[config.mk]
export PLATFORM = sky130hd
export DESIGN_NAME = led_sequencer
export DESIGN_NICKNAME = d
export VERILOG_FILES = /design/src/rtl/led_sequencer.sv
export SDC_FILE = /design/constraint.sdc
export NUM_CORES = 1
export LEC_CHECK = 0
export CAP_MARGIN = 20
export CORE_ASPECT_RATIO = 0.6
export CORE_MARGIN = 2
export CORE_UTILIZATION = 65
export DETAILED_ROUTE_END_ITERATION = 16
export PLACE_DENSITY = 0.94
export REMOVE_ABC_BUFFERS = 1
export SLEW_MARGIN = 15
export SYNTH_ARGS = -nofsm -noshare
export SYNTH_HDL_FRONTEND = slang
export SYNTH_SLANG_ARGS = --single-unit
[constraint.sdc]
create_clock -name clock -period 4.2 [get_ports clock]
set_clock_uncertainty 0.05 [all_clocks]
set_input_delay 0.42 -clock clock [delete_from_list [all_inputs] [get_ports clock]]
set_output_delay 0.42 -clock clock [all_outputs]
set_load 0.02 [all_outputs]
[src/rtl/led_sequencer.sv]
// led_sequencer: debounced two-button colour sequencer for the board RGB LED.
// Button 0 steps the colour, button 1 toggles auto-advance, and the active
// colour is gated by a shared PWM dimmer before reaching the LED pins.
//
// state   | meaning
// --------+-----------------------------------------------
// S_OFF   | dark; left only by an advance press
// S_RED   | red channel driven
// S_GREEN | green channel driven
// S_BLUE  | blue channel driven
// S_WHITE | all three channels driven; advances back to red
module led_sequencer #(
  parameter int unsigned DEBOUNCE_CYCLES = 250000,
  parameter int unsigned DWELL_CYCLES    = 12000000,
  parameter int unsigned PWM_BITS        = 8
) (
  input  logic                clock,
  input  logic                reset,
  input  logic                push_button0,
  input  logic                push_button1,
  input  logic [PWM_BITS-1:0] brightness,
  output logic                led_red,
  output logic                led_green,
  output logic                led_blue,
  output logic [2:0]          state,
  output logic                running
);

  localparam int unsigned DEB_W   = $clog2(DEBOUNCE_CYCLES);
  localparam int unsigned DWELL_W = $clog2(DWELL_CYCLES);
  localparam logic [DEB_W-1:0]   DEB_LAST   = DEB_W'(DEBOUNCE_CYCLES - 1);
  localparam logic [DWELL_W-1:0] DWELL_LAST = DWELL_W'(DWELL_CYCLES - 1);

  typedef enum logic [2:0] {
    S_OFF   = 3'd0,
    S_RED   = 3'd1,
    S_GREEN = 3'd2,
    S_BLUE  = 3'd3,
    S_WHITE = 3'd4
  } state_e;

  logic [1:0]          sync1_q, sync2_q;
  logic [1:0]          deb_q, deb_prev_q;
  logic [DEB_W-1:0]    deb_cnt_q [2];
  logic [1:0]          press;

  state_e              state_q, state_d;
  logic                running_q, running_d;
  logic [DWELL_W-1:0]  dwell_q, dwell_d;
  logic                dwell_hit;
  logic                advance;

  logic [PWM_BITS-1:0] pwm_cnt_q;
  logic [PWM_BITS-1:0] duty_q;
  logic                pwm_on;
  logic [2:0]          mask;
  logic [2:0]          led_q;

  // Two-flop synchroniser for both raw button levels (bit 0 = advance, bit 1 = run).
  always_ff @(posedge clock) begin
    if (reset) begin
      sync1_q <= '0;
      sync2_q <= '0;
    end else begin
      sync1_q <= {push_button1, push_button0};
      sync2_q <= sync1_q;
    end
  end

  // Accept a new level only after it has disagreed with deb for DEBOUNCE_CYCLES edges in a row.
  always_ff @(posedge clock) begin
    if (reset) begin
      deb_q      <= '0;
      deb_prev_q <= '0;
      for (int i = 0; i < 2; i++) deb_cnt_q[i] <= '0;
    end else begin
      deb_prev_q <= deb_q;
      for (int i = 0; i < 2; i++) begin
        if (sync2_q[i] != deb_q[i]) begin
          if (deb_cnt_q[i] == DEB_LAST) begin
            deb_q[i]     <= sync2_q[i];
            deb_cnt_q[i] <= '0;
          end else begin
            deb_cnt_q[i] <= deb_cnt_q[i] + DEB_W'(1);
          end
        end else begin
          deb_cnt_q[i] <= '0;
        end
      end
    end
  end

  assign press = deb_q & ~deb_prev_q;

  // Sequencer state, run flag and dwell timer registers.
  always_ff @(posedge clock) begin
    if (reset) begin
      state_q   <= S_OFF;
      running_q <= 1'b0;
      dwell_q   <= '0;
    end else begin
      state_q   <= state_d;
      running_q <= running_d;
      dwell_q   <= dwell_d;
    end
  end

  // Next colour, run toggle and dwell count; a press coinciding with expiry is one step.
  always_comb begin
    state_d   = state_q;
    running_d = running_q;
    dwell_d   = dwell_q;
    dwell_hit = running_q && (state_q != S_OFF) && (dwell_q == DWELL_LAST);
    advance   = press[0] || dwell_hit;

    case (state_q)
      S_OFF:   if (advance) state_d = S_RED;
      S_RED:   if (advance) state_d = S_GREEN;
      S_GREEN: if (advance) state_d = S_BLUE;
      S_BLUE:  if (advance) state_d = S_WHITE;
      S_WHITE: if (advance) state_d = S_RED;
      default: state_d = S_OFF;
    endcase

    if (press[1]) running_d = ~running_q;

    if (advance || press[1] || !running_q || (state_q == S_OFF)) dwell_d = '0;
    else                                                         dwell_d = dwell_q + DWELL_W'(1);
  end

  // Free-running PWM counter; duty is only refreshed at the period boundary.
  always_ff @(posedge clock) begin
    if (reset) begin
      pwm_cnt_q <= '0;
      duty_q    <= '0;
    end else begin
      pwm_cnt_q <= pwm_cnt_q + PWM_BITS'(1);
      if (pwm_cnt_q == '1) duty_q <= brightness;
    end
  end

  assign pwm_on = (pwm_cnt_q < duty_q);

  // Colour mask {red, green, blue} for the current state.
  always_comb begin
    mask = 3'b000;
    case (state_q)
      S_RED:   mask = 3'b100;
      S_GREEN: mask = 3'b010;
      S_BLUE:  mask = 3'b001;
      S_WHITE: mask = 3'b111;
      default: mask = 3'b000;
    endcase
  end

  // Registered LED drive so the pins never see combinational glitches.
  always_ff @(posedge clock) begin
    if (reset) led_q <= '0;
    else       led_q <= mask & {3{pwm_on}};
  end

  assign led_red   = led_q[2];
  assign led_green = led_q[1];
  assign led_blue  = led_q[0];
  assign state     = state_q;
  assign running   = running_q;

endmodule

======== Word level (Yosys, flattened, before mapping) ========
Memories as Yosys holds them, arrays and structs flattened.
Cells that the tools add are included.
storage, ports and cells
  register bits after elaboration ......... 55
  memory bits (writable) .................. 36
  input port bits ......................... 12
  output and inout bits ................... 7
  logic and storage cells ................. 91
  memories kept ........................... 1
memory list
  name       words  width  rd ports  clocked after memory_dff  wr ports  line  RTL
  deb_cnt_q  2      18     2         0                         2         44    logic [DEB_W-1:0] deb_cnt_q [2];
operators by class
  $add $sub $neg .......................... 4
  order comparisons ....................... 1
  equality and inequality tests ........... 14
  mux-type cells .......................... 36
  bitwise gates (word level) .............. 10
  reduce and logical (&&, ||, !) cells .... 14
operators with widths
  cell                   number
  $mux 18                6
  $add 18x1->18 const B  2
  $eq 18x18->1 const B   2
  $add 24x1->24 const B  1
  $eq 24x24->1 const B   1
  $mux 1                 24
  $pmux 3 s4             2
  $mux 3                 4
  $add 8x1->8 const B    1
  $eq 8x8->1 const B     1
  $lt 8x8->1             1
  $eq 3x2->1 const B     2
  $ne 2x2->1 const B     3
  $or 1x1->1             6
  $logic_or 1x1->1       4
  $reduce_and 2->1       2
  $reduce_and 4->1       1
  $reduce_or 2->1        2
  $and 3x3->3            1
  $eq 3x1->1 const B     1
  $eq 3x3->1 const B     1
  $logic_not 3->1        1
  $reduce_bool 3->1      1
  $and 2x2->2            1
  6 further kinds        8

======== Depth between registers and ports, before layout ========
Gate-level depths: netlist of the first run.
  depth in word-level cells ............... 8
  gate-level depth with buffers ........... 6
  gate-level depth less buffers ........... 6

======== Least setup slack after synthesis of the first run ========
Ideal clock, no wire load.
  kind .................................... flip-flop to flip-flop
  from .................................... memory deb_cnt_q[0][0] (netlist bit)
  to ...................................... memory deb_cnt_q[0][10] (netlist bit) (data pin)
  setup time .............................. 257 ps
  arrival ................................. 1810 ps
  required time ........................... 3893 ps
  slack ................................... 2083 ps
  cell stages (with the launch flop) ...... 7
  path buffers ............................ 1
  period minus slack after synthesis ...... 2117 ps
  cells stage by stage .................... edfxtp_1 ha_1 nand3_1 or4_1 o211ai_2 buf_2 nor2_1
RTL lines
  element             line
  start: declaration  44

==> flow_summary.toml, run 1 <==
[critical_path]
end_kind = "flip-flop"
ff2ff_path_depth = 5
r2r-start = "deb_cnt_q[0][0]"
cp.required_ns = 4.20
critPathKind = "flip-flop to flip-flop"
crit_fanout = 18
cp-start-kind = "flip-flop"
r2r_slack_ns = 1.65
rr_endpoint = "deb_cnt_q[0][9]"
worst_ep_arrival_time_ns = 2.55

[timing]
holdWs_ns = 0.394
setup_slack_ns = 1.65
clock.fmax_mhz = 392
period_share = 0.607
worst_pin_slew_ns = 0.777
final-setup-viol-count = 0
setup_tns_ns = 0
post-route-min-period_ns = 2.55
rsz0062_at_grt = "no"
slew_headroom = 0.480
drv_slew = 0
hold_viol_final = 0

[clock_network]
clkSinkCount = 91
cts_repair_resize_count = 0
clkLatencyLatePin_ns = 0.34
cts.htree.levels = 3
cts_buffer_depth = 2
tritoncts = "built"
ctsHoldBuffers = 0
cts_buffers = 9
cts-root-buf = "clkbuf_16"
cts_setup_buffers = 0
clk_pin_slew_ns = 0.06

[floorplanning]
die_w_um = 112
start_util = 0.673
coreArea_mm2 = 0.00671
die_height_um = 68.5
row_count = 23
die-area_mm2 = 0.00765
ios = 19

[power]
p_int_mw = 1.43
p_clk_frac = 0.434
p_sw_mw = 0.376
power_frac_seq = 0.532
peakVddDrop_uv = 306
p_per_area_mw_per_mm2 = 351
swShare = 0.208
combinationalPowerShare = 0.035
p_leak_nw = 1.72

[worst_hold_path]
worstHoldEndpoint = "sync2_q[0]"
hp-class = "flip-flop to flip-flop"
worstHoldStart = "sync1_q[0]"
min_path_cells = 1

[synth]
synth_edf_count = 36
synthFlopType = "dfxtp_1"
netlist_instances = 481
synth.avg_cell_area_um2 = 9.38
yosys_warnings = 0
yosysSeqAreaShare = 0.484
syn_area_mm2 = 0.00451
synth_cell_type_count = 50
async_flop_share = 0
ys_ff_latch = 91

[drt]
firstDrtPassIters = 6
wl_per_cell_um = 15.7
vias = 3736
viasPerCell = 6.02
drc = 0
ant_nets = 0
drt_wl_total_mm = 9.76
drtIter0Drc = 360

[layout]
insertedDiodeCount = 0
nets = 552
fill_cells = 429
area_growth_pct = 14.3
drive_gt1_frac = 0.0487

[grt]
grt_pass1_wl_mm = 16.4
grt_max_degree = 31
gr-usage-all-layers = 0.276
gr-total-overflow = 0
antenna_found_initial = 0
grt_pass1_vias = 3502

[flow_run]
cap_violations = 0

[placement]
dp.final_hpwl_mm = 6.57
place_congestion = 0.884
port_buffers = 18
place_ws_ns = 1.72

[outcome]
outcome = "complete, no violations"
[metrics by stage]
stage	total power, mW	area (um^2)	std cells	util
finish	1.81	5150	621	0.769
global route	1.86	5150	621	0.769
CTS	1.81	5150	621	0.769
detailed placement	1.04	4860	605	0.725
global placement	1.03	4860	605	0.725
floorplan	1.01	4560	498	-
[kinds of logic after synthesis]
kind of cell,Yosys count,synth area share
flops,91,0.484
buf+inv,39,0.0363
xor+xnor,42,0.0815
mux,2,0.00471
other cells,1,0.000831
fa+ha+maj,11,0.0305
compound gates,85,0.111
simple gates,210,0.252
[cells in the mapped netlist, types with 2 or more instances]
master / count / area, um^2
a2111oi_0: 2 / 17.5
a211o_1: 2 / 17.5
a21o_1: 3 / 22.5
a21oi_1: 36 / 180
and3_1: 7 / 43.8
and4_1: 5 / 43.8
buf_2: 5 / 25.0
clkbuf_1: 11 / 41.3
dfxtp_1: 55 / 1100
edfxtp_1: 36 / 1080
ha_1: 11 / 138
inv_1: 21 / 78.8
nand2_1: 26 / 97.6
nand2b_1: 2 / 12.5
nand3_1: 27 / 135
nand4_1: 18 / 113
nor2_1: 57 / 214
nor2b_1: 9 / 56.3
nor3_1: 10 / 50.1
nor4_1: 7 / 43.8
nor4b_1: 2 / 17.5
o21ai_0: 25 / 125
o31ai_1: 8 / 60.1
or3_1: 19 / 119
or4_1: 12 / 90.1
xnor2_1: 25 / 219
xor2_1: 17 / 149
[power groups by stage]
| stage | registers (mW) | clock network (mW) | logic [mW] |
|---|---|---|---|
| 2_1_floorplan | 0.972 | 0 | 0.0366 |
| 3_3_place_gp | 0.977 | 0 | 0.0564 |
| 3_5_place_dp | 0.979 | 0 | 0.0590 |
| 4_1_cts | 0.960 | 0.793 | 0.0605 |
| 5_1_grt | 0.964 | 0.821 | 0.0708 |
| 6_report | 0.961 | 0.783 | 0.0624 |
[worst max-delay path, cell delays in order, from the launching register on]
cell and delay (ns):
edfxtp_1 0.40, ha_1 0.23, nand3_1 0.14, or4_1 0.56, o211ai_2 0.67, nor2_1 0.19
[routing by layer]
metal,vias to the layer above,track usage,share of wire
met2,125,0.478,0.49
met5,-,0,0
met4,0,0.119,0.025
met1,1776,0.331,0.44
li1,1810,-,-
met3,25,0.0822,0.050
[final cells by class]
| class | count | area, um^2 | area share |
|---|---|---|---|
| Clock inverter | 1 | 5.00 | 0.000971 |
| Inverter | 21 | 78.8 | 0.0153 |
| Timing Repair Buffer | 20 | 195 | 0.0379 |
| Multi-Input combinational cell | 386 | 2300 | 0.446 |
| Sequential cell | 91 | 2180 | 0.423 |
| Clock buffer | 15 | 288 | 0.0558 |
| Tap cell | 87 | 109 | 0.0211 |
[cell usage in the layout (no fill, tap or decap), types with 19 or more instances in the layout]
| cell type | n |
|---|---|
| or3_1 | 19 |
| nand2_1 | 26 |
| o21ai_0 | 25 |
| xnor2_1 | 25 |
| nor2_1 | 57 |
| nand3_1 | 27 |
| a21oi_1 | 36 |
| conb_1 | 36 |
| dfxtp_1 | 55 |
| edfxtp_1 | 36 |
| inv_1 | 21 |
[worst max-delay path by stage]
stage	startpoint	end	slack, ns	cells past startpoint
2_1_floorplan	deb_cnt_q[1][0]	deb_cnt_q[1][11]	2.10	5
3_3_place_gp	deb_cnt_q[0][0]	deb_cnt_q[0][12]	1.88	5
3_5_place_dp	deb_cnt_q[0][0]	deb_cnt_q[0][9]	1.72	5
4_1_cts	deb_cnt_q[0][0]	deb_cnt_q[0][9]	1.65	5
5_1_grt	deb_cnt_q[1][0]	deb_cnt_q[1][11]	1.47	5
6_report	deb_cnt_q[0][0]	deb_cnt_q[0][9]	1.65	5
[state kept, by name (all words and copies together) (netlist names)]
signal and cells:
state 3, pwm_cnt_q 8, sync2_q 2, duty_q 8, led_q 3, deb_cnt_q 36, deb_q 2, sync1_q 2
dwell_q 24, deb_prev_q 2, running 1
(Power assumes the default switching activity.)
==> run 2: changes to the inputs <==
- CORE_UTILIZATION: 65 -> 55
- PLACE_DENSITY: 0.94 -> 0.85
- clock period: 4.2 -> 2.3 ns (I/O delays scaled with it)
==> run 2 against run 1 <==
Against the previous run: non-clock buffer count is 6 higher; wire length is 5.7% lower; design area is 2.2% higher; flip-flop and latch count stayed put; highest routed layer unchanged; setup slack worse by 1.5 ns; die area is 17% higher; sequential share of layout area is 0.91 points lower; total power is 89% higher; combinational power is 92% higher; largest cell class unchanged; worst hold slack worse by 0.011 ns.
==> flow_summary.toml, run 2 (synthesized netlist as in run 1, its figures left out) <==
[power]
p_per_area_mw_per_mm2 = 650
p_int_mw = 2.71
p_leak_nw = 1.77
p_clk_frac = 0.453
swShare = 0.210
power_frac_seq = 0.512
peakVddDrop_uv = 404
p_sw_mw = 0.717
combinationalPowerShare = 0.035

[drt]
drtIter0Drc = 383
vias = 3634
firstDrtPassIters = 5
drc = 0
viasPerCell = 5.61
drt_wl_total_mm = 9.20
ant_nets = 0
wl_per_cell_um = 14.2

[timing]
rsz0062_at_grt = "no"
holdWs_ns = 0.383
clock.fmax_mhz = 463
slew_headroom = 0.613
final-setup-viol-count = 0
drv_slew = 0
post-route-min-period_ns = 2.16
worst_pin_slew_ns = 0.575
hold_viol_final = 0
period_share = 0.940
setup_tns_ns = 0

[layout]
multiInputGateArea_mm2 = 0.00230
regMostFlops = "deb_cnt_q"
fill_cells = 609
stdcell_count = 648
insertedDiodeCount = 0
finalInstanceArea_mm2 = 0.00527
seqCellArea_mm2 = 0.00218
utilization = 0.666
final_common_cell = "nor2_1"
area_growth_pct = 16.8
drive_gt1_frac = 0.0648
nets = 558
final_cell_mix = "nor2_1, dfxtp_1, a21oi_1, edfxtp_1, conb_1"
top_regs = "deb_cnt_q x36, dwell_q x24"
largest_register_ffs = 36

[worst_hold_path]
worstHoldStart = "brightness[5]"
hp-class = "primary input to flip-flop"
min_path_cells = 3

[grt]
grt_pass1_wl_mm = 16.0
gr-usage-all-layers = 0.229
antenna_found_initial = 0
gr-total-overflow = 0
grt_pass1_vias = 3488
grt_max_degree = 36

[clock_network]
cts_setup_buffers = 0
cts_buffer_depth = 2
cts_buffers = 9
clk_pin_slew_ns = 0.06
cts_repair_resize_count = 0
tritoncts = "built"
clkLatencyLatePin_ns = 0.35
cts.htree.levels = 3
cts-root-buf = "clkbuf_16"
clkSinkCount = 91
ctsHoldBuffers = 0

[floorplanning]
start_util = 0.570
die-area_mm2 = 0.00897
ios = 19
coreArea_mm2 = 0.00791
die_w_um = 121
row_count = 25
die_height_um = 74.2

[critical_path]
critPathKind = "flip-flop to flip-flop"
worst_ep_arrival_time_ns = 2.20
ff2ff_path_depth = 6
crit_fanout = 18
end_kind = "flip-flop"
cp.required_ns = 2.34
startpoint = "deb_cnt_q[0][0]"
r2r-start = "deb_cnt_q[0][0]"
cp-start-kind = "flip-flop"

[placement]
port_buffers = 18
place_congestion = 0.886
placed_cells = 632
dpl_cell_area_mm2 = 0.00495
dp.final_hpwl_mm = 6.43

[flow_run]
cap_violations = 0

[outcome]
outcome = "complete, no violations"
[run 2: changes by cell type in the layout (fill, tap and decap cells not counted)]
cell,delta
or4_4,+1
bufinv_16,+1
buf_4,+5
clkinv_2,+1
clkbuf_8,-3
or4_1,-1
clkbuf_1,-2
inv_4,+1
inv_6,+1
clkbuf_16,+1
buf_12,+1
[run 2: power by group through the flow]
stage	Combinational (mW)	Clock (mW)	Sequential, mW
2_1_floorplan	0.0669	0	1.77
3_3_place_gp	0.111	0	1.78
3_5_place_dp	0.114	0	1.79
4_1_cts	0.117	1.58	1.75
5_1_grt	0.136	1.64	1.76
6_report	0.120	1.55	1.75
[run 2: metal layers]
layer  vias up  global-route usage  wire length, um  share of wire
met2        77               0.352             4240           0.46
met5         -                   0                0              0
met4         0               0.103              184          0.020
met1      1719               0.303             4380           0.48
li1       1823                   -                -              -
met3        15              0.0675              395          0.043
[run 2: cell type report]
class	count	area share
multi-input combinational	386	0.437
sequential	91	0.414
clock buffer	11	0.0501
timing repair buffer	26	0.0480
tap	108	0.0256
inverter	21	0.0150
clock inverter	5	0.0104
[run 2: metrics by stage]
step / setup WS (ns) / power, mW
final: 0.139 / 3.42
after global routing: 0.0313 / 3.53
after CTS: 0.104 / 3.45
after detailed placement: 0.127 / 1.90
after global placement: 0.188 / 1.89
after floorplan: 0.197 / 1.84
[run 2: critical path, stage by stage, from the launching register on]
cell and delay, ns:
edfxtp_1 0.41, ha_1 0.22, nand3_1 0.14, or4_1 0.57, o211ai_2 0.18, buf_4 0.25
nor2_1 0.09
[run 2: final timing paths]
kind | to | slack [ns]
worst max-delay path | deb_cnt_q[0][14] | 0.14
worst min-delay path | duty_q[5] | 0.38
worst max register to register | deb_cnt_q[0][14] | 0.14
worst min register to register | sync2_q[0] | 0.39
==> run 3: changes to the inputs <==
- CTS_CLUSTER_DIAMETER: unset -> 100
==> results of run 3 <==
Same layout as run 2: the final DEF is identical, and so are final timing and power.
